===== src/rtl/column_window_assembler_pkg.sv =====
// Shared sizes and FSM encoding for the column window assembler.
// Imported by the top level and its testbench-facing defaults.
package column_window_assembler_pkg;

  localparam int CWA_K         = 3;
  localparam int CWA_PW        = 8;
  localparam int CWA_IMG_WIDTH = 8;
  localparam int CWA_OUT_ROWS  = 2;
  localparam int CWA_WIN_SUM_W =
    CWA_PW + $clog2(CWA_K * CWA_K);

  typedef enum logic [1:0] {
    IDLE = 2'd0,
    RUN  = 2'd1,
    DONE = 2'd2
  } cwa_state_t;

endpackage


===== src/rtl/col_sum_tree.sv =====
// Combinational adder of N unsigned IN_W-bit values.
// Used for per-column sums and for the final window sum.
module col_sum_tree #(
  parameter int N     = 3,
  parameter int IN_W  = 8,
  parameter int OUT_W = 10
) (
  input  logic [N*IN_W-1:0] i_data,
  output logic [OUT_W-1:0]  o_sum
);

  always_comb begin
    o_sum = '0;
    for (int i = 0; i < N; i++) begin
      o_sum = o_sum + OUT_W'(i_data[i*IN_W +: IN_W]);
    end
  end

endmodule


===== src/rtl/column_window_assembler.sv =====
// Builds K x K windows from a column stream and emits
// each window with its box sum, row and column index.
module column_window_assembler
  import column_window_assembler_pkg::*;
#(
  parameter int K           = CWA_K,
  parameter int PIXEL_WIDTH = CWA_PW,
  parameter int IMG_WIDTH   = CWA_IMG_WIDTH,
  parameter int OUT_ROWS    = CWA_OUT_ROWS,
  localparam int SUM_W  = PIXEL_WIDTH + $clog2(K * K),
  localparam int CW     = $clog2(IMG_WIDTH),
  localparam int RW     =
    (OUT_ROWS > 1) ? $clog2(OUT_ROWS) : 1,
  localparam int COL_W  = K * PIXEL_WIDTH,
  localparam int WIN_W  = K * COL_W
) (
  input  logic             clk,
  input  logic             rst_n,
  input  logic             start,
  input  logic             col_valid,
  input  logic [COL_W-1:0] col_data,
  input  logic             src_complete,
  output logic             win_valid,
  output logic [WIN_W-1:0] win_data,
  output logic [SUM_W-1:0] win_sum,
  output logic [RW-1:0]    win_row,
  output logic [CW-1:0]    win_col,
  output logic             busy,
  output logic             done,
  output logic             short_frame
);

  localparam int CSUM_W = PIXEL_WIDTH + $clog2(K);

  cwa_state_t r_state;
  cwa_state_t w_state_nxt;

  logic [CW-1:0]       r_cc;
  logic [RW-1:0]       r_rc;
  logic [WIN_W-1:0]    r_cols;
  logic                r_s1_valid;
  logic [WIN_W-1:0]    r_s1_win;
  logic [K*CSUM_W-1:0] r_s1_csum;
  logic [RW-1:0]       r_s1_row;
  logic [CW-1:0]       r_s1_col;

  logic                w_accept;
  logic                w_last;
  logic                w_win;
  logic                w_pipe_busy;
  logic [WIN_W-1:0]    w_next_cols;
  logic [K*CSUM_W-1:0] w_csum;
  logic [SUM_W-1:0]    w_win_sum;

  assign w_accept = (r_state == RUN) && col_valid;
  assign w_last   = w_accept
                 && (r_rc == RW'(OUT_ROWS - 1))
                 && (r_cc == CW'(IMG_WIDTH - 1));
  assign w_win    = w_accept && (r_cc >= CW'(K - 1));
  assign w_pipe_busy = r_s1_valid | win_valid;

  // Newest column enters at the top; slice 0 is the oldest.
  assign w_next_cols = {col_data, r_cols[WIN_W-1:COL_W]};

  for (genvar j = 0; j < K; j++) begin : g_col
    col_sum_tree #(
      .N     (K),
      .IN_W  (PIXEL_WIDTH),
      .OUT_W (CSUM_W)
    ) u_col_sum (
      .i_data (w_next_cols[j*COL_W +: COL_W]),
      .o_sum  (w_csum[j*CSUM_W +: CSUM_W])
    );
  end

  col_sum_tree #(
    .N     (K),
    .IN_W  (CSUM_W),
    .OUT_W (SUM_W)
  ) u_win_sum (
    .i_data (r_s1_csum),
    .o_sum  (w_win_sum)
  );

  always_comb begin
    w_state_nxt = r_state;
    unique case (r_state)
      IDLE: if (start) w_state_nxt = RUN;
      RUN: begin
        if (w_last || src_complete)
          w_state_nxt = DONE;
      end
      DONE: if (!w_pipe_busy) w_state_nxt = IDLE;
      default: w_state_nxt = IDLE;
    endcase
  end

  // DONE waits for the pipeline to drain before pulsing.
  assign busy = (r_state != IDLE);
  assign done = (r_state == DONE) && !w_pipe_busy;

  always_ff @(posedge clk or negedge rst_n) begin
    if (!rst_n) begin
      r_state     <= IDLE;
      r_cc        <= '0;
      r_rc        <= '0;
      short_frame <= 1'b0;
    end else begin
      r_state <= w_state_nxt;
      if (r_state == IDLE && start) begin
        r_cc        <= '0;
        r_rc        <= '0;
        short_frame <= 1'b0;
      end else if (w_accept) begin
        if (r_cc == CW'(IMG_WIDTH - 1)) begin
          r_cc <= '0;
          r_rc <= r_rc + 1'b1;
        end else begin
          r_cc <= r_cc + 1'b1;
        end
      end
      if (r_state == RUN && src_complete && !w_last)
        short_frame <= 1'b1;
    end
  end

  always_ff @(posedge clk or negedge rst_n) begin
    if (!rst_n) begin
      r_cols     <= '0;
      r_s1_valid <= 1'b0;
      r_s1_win   <= '0;
      r_s1_csum  <= '0;
      r_s1_row   <= '0;
      r_s1_col   <= '0;
    end else begin
      r_s1_valid <= w_win;
      if (w_accept) r_cols <= w_next_cols;
      if (w_win) begin
        r_s1_win  <= w_next_cols;
        r_s1_csum <= w_csum;
        r_s1_row  <= r_rc;
        r_s1_col  <= r_cc - CW'(K - 1);
      end
    end
  end

  always_ff @(posedge clk or negedge rst_n) begin
    if (!rst_n) begin
      win_valid <= 1'b0;
      win_data  <= '0;
      win_sum   <= '0;
      win_row   <= '0;
      win_col   <= '0;
    end else begin
      win_valid <= r_s1_valid;
      if (r_s1_valid) begin
        win_data <= r_s1_win;
        win_sum  <= w_win_sum;
        win_row  <= r_s1_row;
        win_col  <= r_s1_col;
      end
    end
  end

endmodule

===== config.mk =====
export PLATFORM = sky130hd
export DESIGN_NAME = column_window_assembler
export DESIGN_NICKNAME = d
export VERILOG_FILES = /design/src/rtl/column_window_assembler_pkg.sv /design/src/rtl/col_sum_tree.sv /design/src/rtl/column_window_assembler.sv
export SDC_FILE = /design/constraint.sdc
export NUM_CORES = 1
export LEC_CHECK = 0
export CAP_MARGIN = 25
export CORE_UTILIZATION = 45
export CTS_CLUSTER_SIZE = 40
export DETAILED_ROUTE_END_ITERATION = 10
export PLACE_DENSITY = 0.75
export SLEW_MARGIN = 0
export SYNTH_ARGS = -nofsm -noshare
export SYNTH_HDL_FRONTEND = slang
export SYNTH_HIERARCHICAL = 1
export SYNTH_SLANG_ARGS = --single-unit

===== constraint.sdc =====
create_clock -name clk -period 2.79 [get_ports clk]
set_input_delay 0.279 -clock clk [delete_from_list [all_inputs] [get_ports clk]]
set_output_delay 0.279 -clock clk [all_outputs]
set_load 0.03 [all_outputs]

; After elaboration in Yosys (flattened, before gate mapping)
; Index checks and enable logic that the tools add are counted.
[totals]
reg_bits = 275
in_bits = 29
out_inout_bits = 92
wordCells = 64
[op_classes]
addsub = 11
order_cmp = 1
eq_ne = 6
mux = 12
bitwise = 1
n_reduce_logical = 18
[op_table]
columns = operator, n
row1 = $add 10x8->10, 3
row2 = $add 8x8->9, 3
row3 = $add 12x10->12, 1
row4 = $add 10x10->11, 1
row5 = $mux 3, 3
row6 = $logic_and 1x1->1, 8
row7 = $reduce_bool 2->1, 4
row8 = $mux 2, 3
row9 = $pmux 2 s3, 1
row10 = $mux 1, 5
row11 = $ne 2x2->1 const B, 2
row12 = $add 3x1->3 const B, 1
row13 = $eq 3x3->1 const B, 1
row14 = $ge 3x2->1 const B, 1
row15 = $reduce_and 3->1, 1
row16 = $sub 3x2->3 const B, 1
row17 = $eq 2x1->1 const B, 1
row18 = $eq 2x2->1 const B, 1
row19 = $logic_not 1->1, 2
row20 = $logic_not 2->1, 1
row21 = $ne 2x1->1 const B, 1
row22 = $reduce_and 2->1, 1
row23 = $add 1x1->1 const B, 1
row24 = $logic_or 1x1->1, 1
row25 = $or 1x1->1, 1

; Logic depth before layout (Yosys ltp)
; Gate-level depths: netlist (run 1).
[depth]
ltp_word = 7
depth_mapped = 14
depth_no_buf = 14

; By module
; The synthesis (run 1) kept the hierarchy.
[modules_own_cells]
columns = module, n_inst, cells_per_inst, area_each_um2, seq_area_each_um2
row1 = column_window_assembler, 1, 660, 9733.1, 6281.0
row2 = col_sum_tree (u_win_sum), 1, 103, 817.0, 0.0
row3 = col_sum_tree (g_col[2].u_col_sum), 1, 83, 674.4, 0.0
row4 = col_sum_tree (g_col[1].u_col_sum), 1, 83, 668.1, 0.0
row5 = col_sum_tree (g_col[0].u_col_sum), 1, 83, 659.4, 0.0

; Worst setup path after synthesis (run 1)
; No wires, ideal clock.
[synth_path]
kind = register to register
from = register r_s1_csum[0]
to = register win_sum[10]
setup_time_ps = 125
t_arrival_ps = 2911
t_required_ps = 2665
path_slack_ps = -246
path_stages_with_launch = 14
n_path_buf = 0
synth_period_minus_slack_ps = 3036
path_cell_list = dfrtp_1 ha_1 fa_1 a21oi_1 o21ai_0 a21oi_1 xnor2_1 ha_1 a21oi_1 nor2_1 a2111oi_0 a21oi_1 xor2_1 mux2_2
[synth_via]
elab_chain_len = 2
[synth_rtl]
columns = element, line_no
row1 = "start, declared", column_window_assembler.sv:43  ; logic [K*CSUM_W-1:0] r_s1_csum;
row2 = "start signal, assigned", column_window_assembler.sv:140  ; r_s1_csum <= w_csum;
row3 = $add 10x10->11, col_sum_tree.sv:15  ; o_sum = o_sum + OUT_W'(i_data[i*IN_W +: IN_W]);
row4 = $add 12x10->12, col_sum_tree.sv:15
row5 = net w_win_sum[10], column_window_assembler.sv:53  ; logic [SUM_W-1:0] w_win_sum;
row6 = "end signal, assigned", column_window_assembler.sv:158  ; win_sum <= w_win_sum;
row7 = "end, declared", column_window_assembler.sv:25  ; output logic [SUM_W-1:0] win_sum,
; The timed path passes the listed nets, and every way through them passes these cells.
; A chain may end at the register's enable or synchronous reset.

; Final worst setup path (run 1)
[layout_path]
from = register r_s1_csum[10]
to = register win_sum[8]
; The elaborated chain is that of the path after synthesis.

==> reports/results.tsv, run 1 <==
metric	value	unit
RSZ-0062 raised after global routing	true	
Mapped Cells	1012	
Fin. Hold Viols	0	
fin nets	1389	
leading area contributor after synthesis	dfrtp_1	
reg2reg end	win_sum[8]	
Slew Limit Headroom	49.9	%
largest net degree at the start of global routing	91	
slowest stage delay, CP	0.39	ns
Req. time, crit path	3.21	ns
DR WL/cell	17.7	um
Initial Utilization	46.2	%
fillers	2151	
Global Route Usage Sum	20.6	%
hold crit path type	in -> reg	
Worst Setup End Kind	flip-flop	
final setup vio count	9	
status	finished, violations left	
Final period util	106	%
antenna cell count	0	
GR Util met3	3.20	%
grt total ovfl	0	
antenna-violating nets left	0	
CTS tree	built	
# DRC	0	
DPL Wire Length	20400	um
max_cap viols	0	
final WL	29600	um
mean number of vias per cell	5.17	
Synth top area share	50.0	%
met1 usage	28.2	%
Crit Path Max Fanout	3	
crit path DAT	3.39	ns
worst hold start	col_data[0]	
global-route met2 utilization	34.0	%
count of state elements after synthesis	251	
Adder-Cell Fraction of Synth Area	8.75	%
row count	60	
H-tree lvl count	1	
Clock Latency Late Sink	0.53	ns
simple-gate share of the synthesized area	8.51	%
drt first-iter violations	486	
Post-Synth XOR/XNOR Area	3.84	%
crit path kind	reg -> reg	
RR Startpoint	r_s1_csum[10]	
worst slew pin tran	0.751	ns
Buffers on Ports	120	
Yosys warning total	6	
FFs w/ async S/R, synth	100	%
cell area after synthesis	12600	sq um
full die area	28600	sq um
vias	8633	
first-pass GRT wire length	47200	um
Seq/Total Area, Yosys	50.0	%
Post-synth EDFFs	0	
crit-path leading delay family	compound AO/OA/AOI/OAI gates	
Final GP Congestion	0.899	
worst hold path endpoint	r_cols[48]	
VDD IR max	705	uV
fin worst setup slack	-0.179	ns
synthesized net count	1124	
CTS root buffer	clkbuf_16	
TritonRoute pass-1 iters	5	
leak pwr	8.07	nW
Tot Pwr	23.2	mW
Hold Path Stages	4	
post-layout min period	2.97	ns
failing checks	negative setup slack	
Clock transition at path regs	0.07	ns
vias in the first global route	9089	
area delta synth->final	32.9	%
top_reg_cell synth	dfrtp_1	
Compound-Gate Fraction of Synth Area	6.77	%
Worst Setup Start Kind	flip-flop	
Cell Count Post-Placement	1593	
post-synth cell types	51	
CTS max path bufs	3	
Die Y	169	um
max-slew violation count	0	
PD cells	1390	nW/um^2
reg2reg path depth	13	
CORE AREA	27200	sq um
Most Crowded Layer GR	met2	
I/O pin count	121	
Die Width	169	um
top cells by area, synth	dfrtp_1, mux2_2, mux2_4	
Peak Freq	337	MHz
final std cells w/o fill	1669	
largest family of logic cells by synthesized area	multiplexers	
Critical-path top delay cell	dfrtp_1	
mux cell area share after synthesis	19.7	%
crit path cell chain	ha_2 -> fa_2 -> a21oi_4 -> inv_2 -> a21oi_2 -> xnor2_2 -> ha_1 -> o21ai_1 -> nor2_1 -> o21a_1 -> o41a_1 -> xor2_1 -> mux2_4	
setup slack after placement	-0.599	ns
initial antenna violation count	0	
share of cells above drive strength 1	38.4	%
CP bufs+invs	1	
Avg Cell Area, Syn	12.4	sq um
R2R Setup Slk	-0.18	ns
Fin Clk Skew	0.0104	ns
Sink Count	251	
CTS Buf Count	27	
[cells in the mapped netlist (12+ instances only)]
cell	n
dfrtp_1	251
nand2_1	165
mux2_2	113
mux2_4	79
ha_1	75
a21oi_1	43
xnor2_1	31
inv_1	27
nor2_1	26
xor2_1	24
clkbuf_1	20
nand3_1	16
o21ai_0	14
a21o_1	12
[timing repair]
item | CTS | global route
gates resized for setup | 27 | 77
gates cloned | 0 | 0
pin swaps | 37 | 59
hold buffers | 1 | 0
buffers inserted | 10 | 18
endpoints found under the setup margin | 16 | 23
hold endpoints to repair | 85 | 0
[worst min-delay path: cells and delay by family]
kind / cells / cell delay [ns]
and+or+nand+nor: 2 / 0.12
buffers and inverters: 2 / 0.29
[metal layers]
layer	up-vias	share of wire, %
li1	4060	-
met1	4307	45
met2	207	48
met3	59	4.4
met4	0	2.8
met5	-	0
[how the worst max path moves through the flow]
stage,cells past startpoint,to,from,slack [ns]
detailed placement,15,r_s1_csum[27],col_data[0],-0.60
global route,14,win_sum[11],r_s1_csum[10],-0.34
floorplan,10,win_sum[10],r_s1_csum[4],-0.10
finish,13,win_sum[8],r_s1_csum[10],-0.18
global placement,15,r_s1_csum[27],col_data[0],-0.45
CTS,13,win_sum[10],r_s1_csum[10],-0.26
[layout make-up]
class	instances	area, sq um	share of cell area (%)
Multi-Input combinational cell	700	6490	38.9
Sequential cell	251	6280	37.7
Timing Repair Buffer	269	2430	14.6
Clock buffer	32	724	4.34
Tap cell	372	465	2.79
Clock inverter	17	180	1.08
Inverter	28	108	0.645
[cells by family (layout without fill, tap and decap cells)]
group	count (synthesis)	in the layout
buffers and inverters	61	346
adders and majority gates	83	83
muxes	193	193
AOI/OAI and AO/OA	120	120
DFF	251	251
and+or+nand+nor	249	249
xor gates and xnor gates	55	55
[placed cells by master, fill, tap and decap left out, types with 18 or more instances in the layout]
cell type / instances
inv_1: 24
mux2_2: 107
ha_1: 60
xnor2_1: 23
dfrtp_1: 250
clkbuf_16: 27
xor2_1: 23
nor2_1: 21
buf_4: 135
a21oi_1: 27
mux2_4: 85
clkdlybuf4s50_1: 117
a21oi_2: 18
nand2_1: 164
[state kept, by name (all words and copies together) (netlist names), 2 cells and up]
| register | cells |
|---|---|
| r_state | 2 |
| r_s1_col | 3 |
| r_cols | 48 |
| win_data | 72 |
| win_col | 3 |
| r_cc | 3 |
| win_sum | 12 |
| r_s1_csum | 30 |
| r_s1_win | 72 |
[where the power goes]
| part | switching (mW) | leakage (nW) | internal [mW] |
|---|---|---|---|
| registers | 1.14 | 3.29 | 5.03 |
| logic | 6.32 | 4.34 | 7.04 |
| clock network | 1.49 | 0.448 | 2.14 |
| total | 8.94 | 8.07 | 14.2 |
[per-stage QoR]
step                      setup TNS (ns)  hold WS (ns)  area (sq um)  util (%)
after CTS                          -1.36         0.359         16200      59.4
after floorplan                   -0.100       -0.0166         12600         -
after global routing               -2.55         0.181         16700      61.4
after global placement             -3.11         0.346         15000      55.3
after detailed placement           -4.29         0.352         15000      55.3
final                             -0.934         0.186         16700      61.4
Note: power is estimated with default switching activity, not from simulation.
==> run 2: changes to the inputs <==
SYNTH_HIERARCHICAL = not set   (was 1)
==> run 2 against run 1 <==
Effect of this change:
- the run ends with design-rule violations, negative setup slack left
- fmax fell by 2.4%
- via count is 10% higher
- register-to-register slack got worse by 0.07 ns
- clock power down 4%
- setup slack worse by 0.073 ns
- final cell count grew 7.3%
- highest routed layer unchanged
- critical path depth decreased by 1
- hold slack improved by 0.020 ns
- synthesized cell count rose by 20%
- combinational power shrank 12%
- non-clock buffer count fell by 27
- cell area down 5.5%
==> reports/results.tsv, run 2 <==
metric	value	unit	change
status	finished, violations left		
failing checks	design-rule violations, negative setup slack		
full die area	27700	sq um	-2.9%
antenna-violating nets left	0		unchanged
final WL	30100	um	+1.7%
Post-Synth XOR/XNOR Area	2.59	%	-1.2 points
placed standard-cell area	14500	sq um	-3.9%
Tot Pwr	21.5	mW	-7.1%
Mapped Cells	1214		+20%
count of state elements after synthesis	251		unchanged
largest net degree at the start of global routing	102		+12%
top_reg_cell synth	dfrtp_1		
crit path DAT	3.44	ns	+0.05 ns
leading area contributor after synthesis	dfrtp_1		
simple-gate share of the synthesized area	16.5	%	+8.0 points
share of cells above drive strength 1	21.7	%	-17 points
most common cell in the netlist	nand2_1		
initial antenna violation count	0		unchanged
area delta synth->final	29.5	%	
Peak Freq	329	MHz	-2.4%
Clock transition at path regs	0.06	ns	about the same
Req. time, crit path	3.19	ns	-0.02 ns
commonest non-fill, non-tap cells in the layout	nand2_1, dfrtp_1, clkdlybuf4s50_1		
Die Width	167	um	-1.5%
worst hold slack	0.206	ns	+0.0204 ns
fillers	2110		-1.9%
mean number of vias per cell	5.30		+2.5%
grt total ovfl	0		unchanged
fin nets	1546		+11%
largest family of logic cells by synthesized area	simple AND/OR/NAND/NOR gates		
max_cap viols	0		unchanged
post-layout min period	3.04	ns	+0.0735 ns
crit path kind	reg -> reg		
H-tree lvl count	1		unchanged
Global Route Usage Sum	22.2	%	+1.6 points
synthesized net count	1323		+18%
Yosys warning total	0		-6
I/O pin count	121		unchanged
Clock Latency Late Sink	0.53	ns	about the same
Crit Path Max Fanout	3		unchanged
Adder-Cell Fraction of Synth Area	8.71	%	-0.043 points
cell area after synthesis	12200	sq um	-2.9%
Reg area	6290	sq um	about the same
Compound-Gate Fraction of Synth Area	10.8	%	+4.0 points
Worst Setup Start Kind	flip-flop		
area of the multi-input gates	5940	sq um	-8.4%
Sink Count	251		unchanged
crit path cell chain	ha_1 -> a21o_1 -> a21o_1 -> o21a_1 -> o31a_1 -> xor2_2 -> ha_4 -> a2111oi_4 -> nor3_2 -> a221oi_2 -> a211o_1 -> nand3_1		
mux cell area share after synthesis	7.39	%	-12 points
Post-synth EDFFs	0		unchanged
Die Y	167	um	-1.5%
drt first-iter violations	610		+26%
antenna cell count	0		unchanged
Setup TNS Final	-0.571	ns	+0.363 ns
Synth top area share	51.6	%	+1.5 points
Final GP Congestion	0.840		-6.6%
Seq/Total Area, Yosys	51.6	%	+1.5 points
leak pwr	7.89	nW	-2.2%
# DRC	6		+6
vias in the first global route	9813		+8.0%
DR WL/cell	16.8	um	-5.2%
Worst Setup End Kind	flip-flop		
most used cell, CP	a21o_1		
RSZ-0062 raised after global routing	true		
Buffers on Ports	120		unchanged
max-slew violation count	0		unchanged
DPL Wire Length	20900	um	+2.1%
hold crit path type	in -> reg		
TritonRoute pass-1 iters	7		+2
FFs w/ async S/R, synth	100	%	unchanged
CTS max path bufs	3		unchanged
PD cells	1360	nW/um^2	-1.7%
final setup vio count	6		-3
CTS root buffer	clkbuf_16		
fin worst setup slack	-0.252	ns	-0.0735 ns
Initial Utilization	46.4	%	+0.17 points
Largest regs	r_s1_win: 72 flops, win_data: 72 flops, r_cols: 48 flops		
CORE AREA	26300	sq um	-3.3%
setup slack after placement	-0.479	ns	+0.120 ns
top post-synthesis cells by count	nand2_1, dfrtp_1, mux2_2		
Fin. Hold Viols	0		unchanged
most common cell after layout, fill and taps aside	nand2_1		
top cells by area, synth	dfrtp_1, nand2_1, ha_1		
vias	9494		+10%
post-synth cell types	57		+12%
Critical-path top delay cell	dfrtp_1		
CTS Buf Count	25		-7.4%
first-pass GRT wire length	50100	um	+6.2%
row count	59		-1.7%
Slew Limit Headroom	48.5	%	-1.4 points
slowest stage delay, CP	0.38	ns	about the same
worst slew pin tran	0.773	ns	+0.0215 ns
Fin Clk Skew	0.0173	ns	+0.00688 ns
Final period util	109	%	+2.6 points
fin area	15800	sq um	-5.5%
VDD IR max	624	uV	-12%
CTS tree	built		
Avg Cell Area, Syn	10.0	sq um	-19%
[run 2: critical path, delay by kind of cell, from the launching register on]
family                     cells  cell delay (ns)
xor gates and xnor gates       1             0.17
and+or+nand+nor                2             0.16
DFF                            1             0.38
AOI/OAI and AO/OA              7             1.67
adders and majority gates      2             0.54
[run 2: path summary, 6_finish.rpt]
kind | start | endpoint | slack (ns) | cells after the start
max | r_s1_csum[11] | win_sum[10] | -0.25 | 12
min | col_data[0] | r_s1_win[48] | 0.21 | 4
max reg2reg | r_s1_csum[11] | win_sum[10] | -0.25 | 12
min reg2reg | r_s1_win[7] | r_s1_win[7] | 0.47 | 2
max in group asynchronous | rst_n | r_s1_win[63] | 1.62 | 3
min in group asynchronous | rst_n | win_sum[7] | 0.36 | 2
[run 2: logic make-up after synthesis]
family	Yosys count
compound gates	193
xor+xnor	36
fa+ha+maj	80
buf+inv	70
flops	251
mux	80
simple gates	504
[run 2: routing by layer]
layer / global-route usage, % / share of wire, % / vias to the layer above
met2: 36.9 / 48 / 213
met4: 5.88 / 2.0 / 0
li1: - / - / 4587
met3: 3.11 / 4.3 / 49
met5: 0 / 0 / -
met1: 30.5 / 46 / 4645
[run 2: what timing repair did]
| item | CTS | global route |
|---|---|---|
| buffers inserted | 9 | 10 |
| resized for setup | 31 | 51 |
| hold endpoints to repair | 80 | 0 |
| hold buffers | 1 | 0 |
| endpoints found under the setup margin | 9 | 18 |
| pin swaps | 23 | 25 |
[run 2: metrics by stage]
stage	std cells	utilization (%)
after floorplan	1214	-
after global placement	1725	55.0
after detailed placement	1725	55.0
after CTS	1781	58.9
after global routing	1791	60.0
final	1791	60.0
[run 2: cell type report]
type	count	share of cell area, %
sequential	251	39.9
clock inverter	12	0.960
timing repair buffer	242	13.8
clock buffer	34	4.43
tap	335	2.66
inverter	24	0.571
multi-input combinational	893	37.7
[run 2: report_power, final]
part	total (mW)	internal (mW)	switching [mW]
Combinational	11.8	5.67	6.15
Sequential	6.22	5.07	1.16
Clock	3.46	2.05	1.42
Total	21.5	12.8	8.72
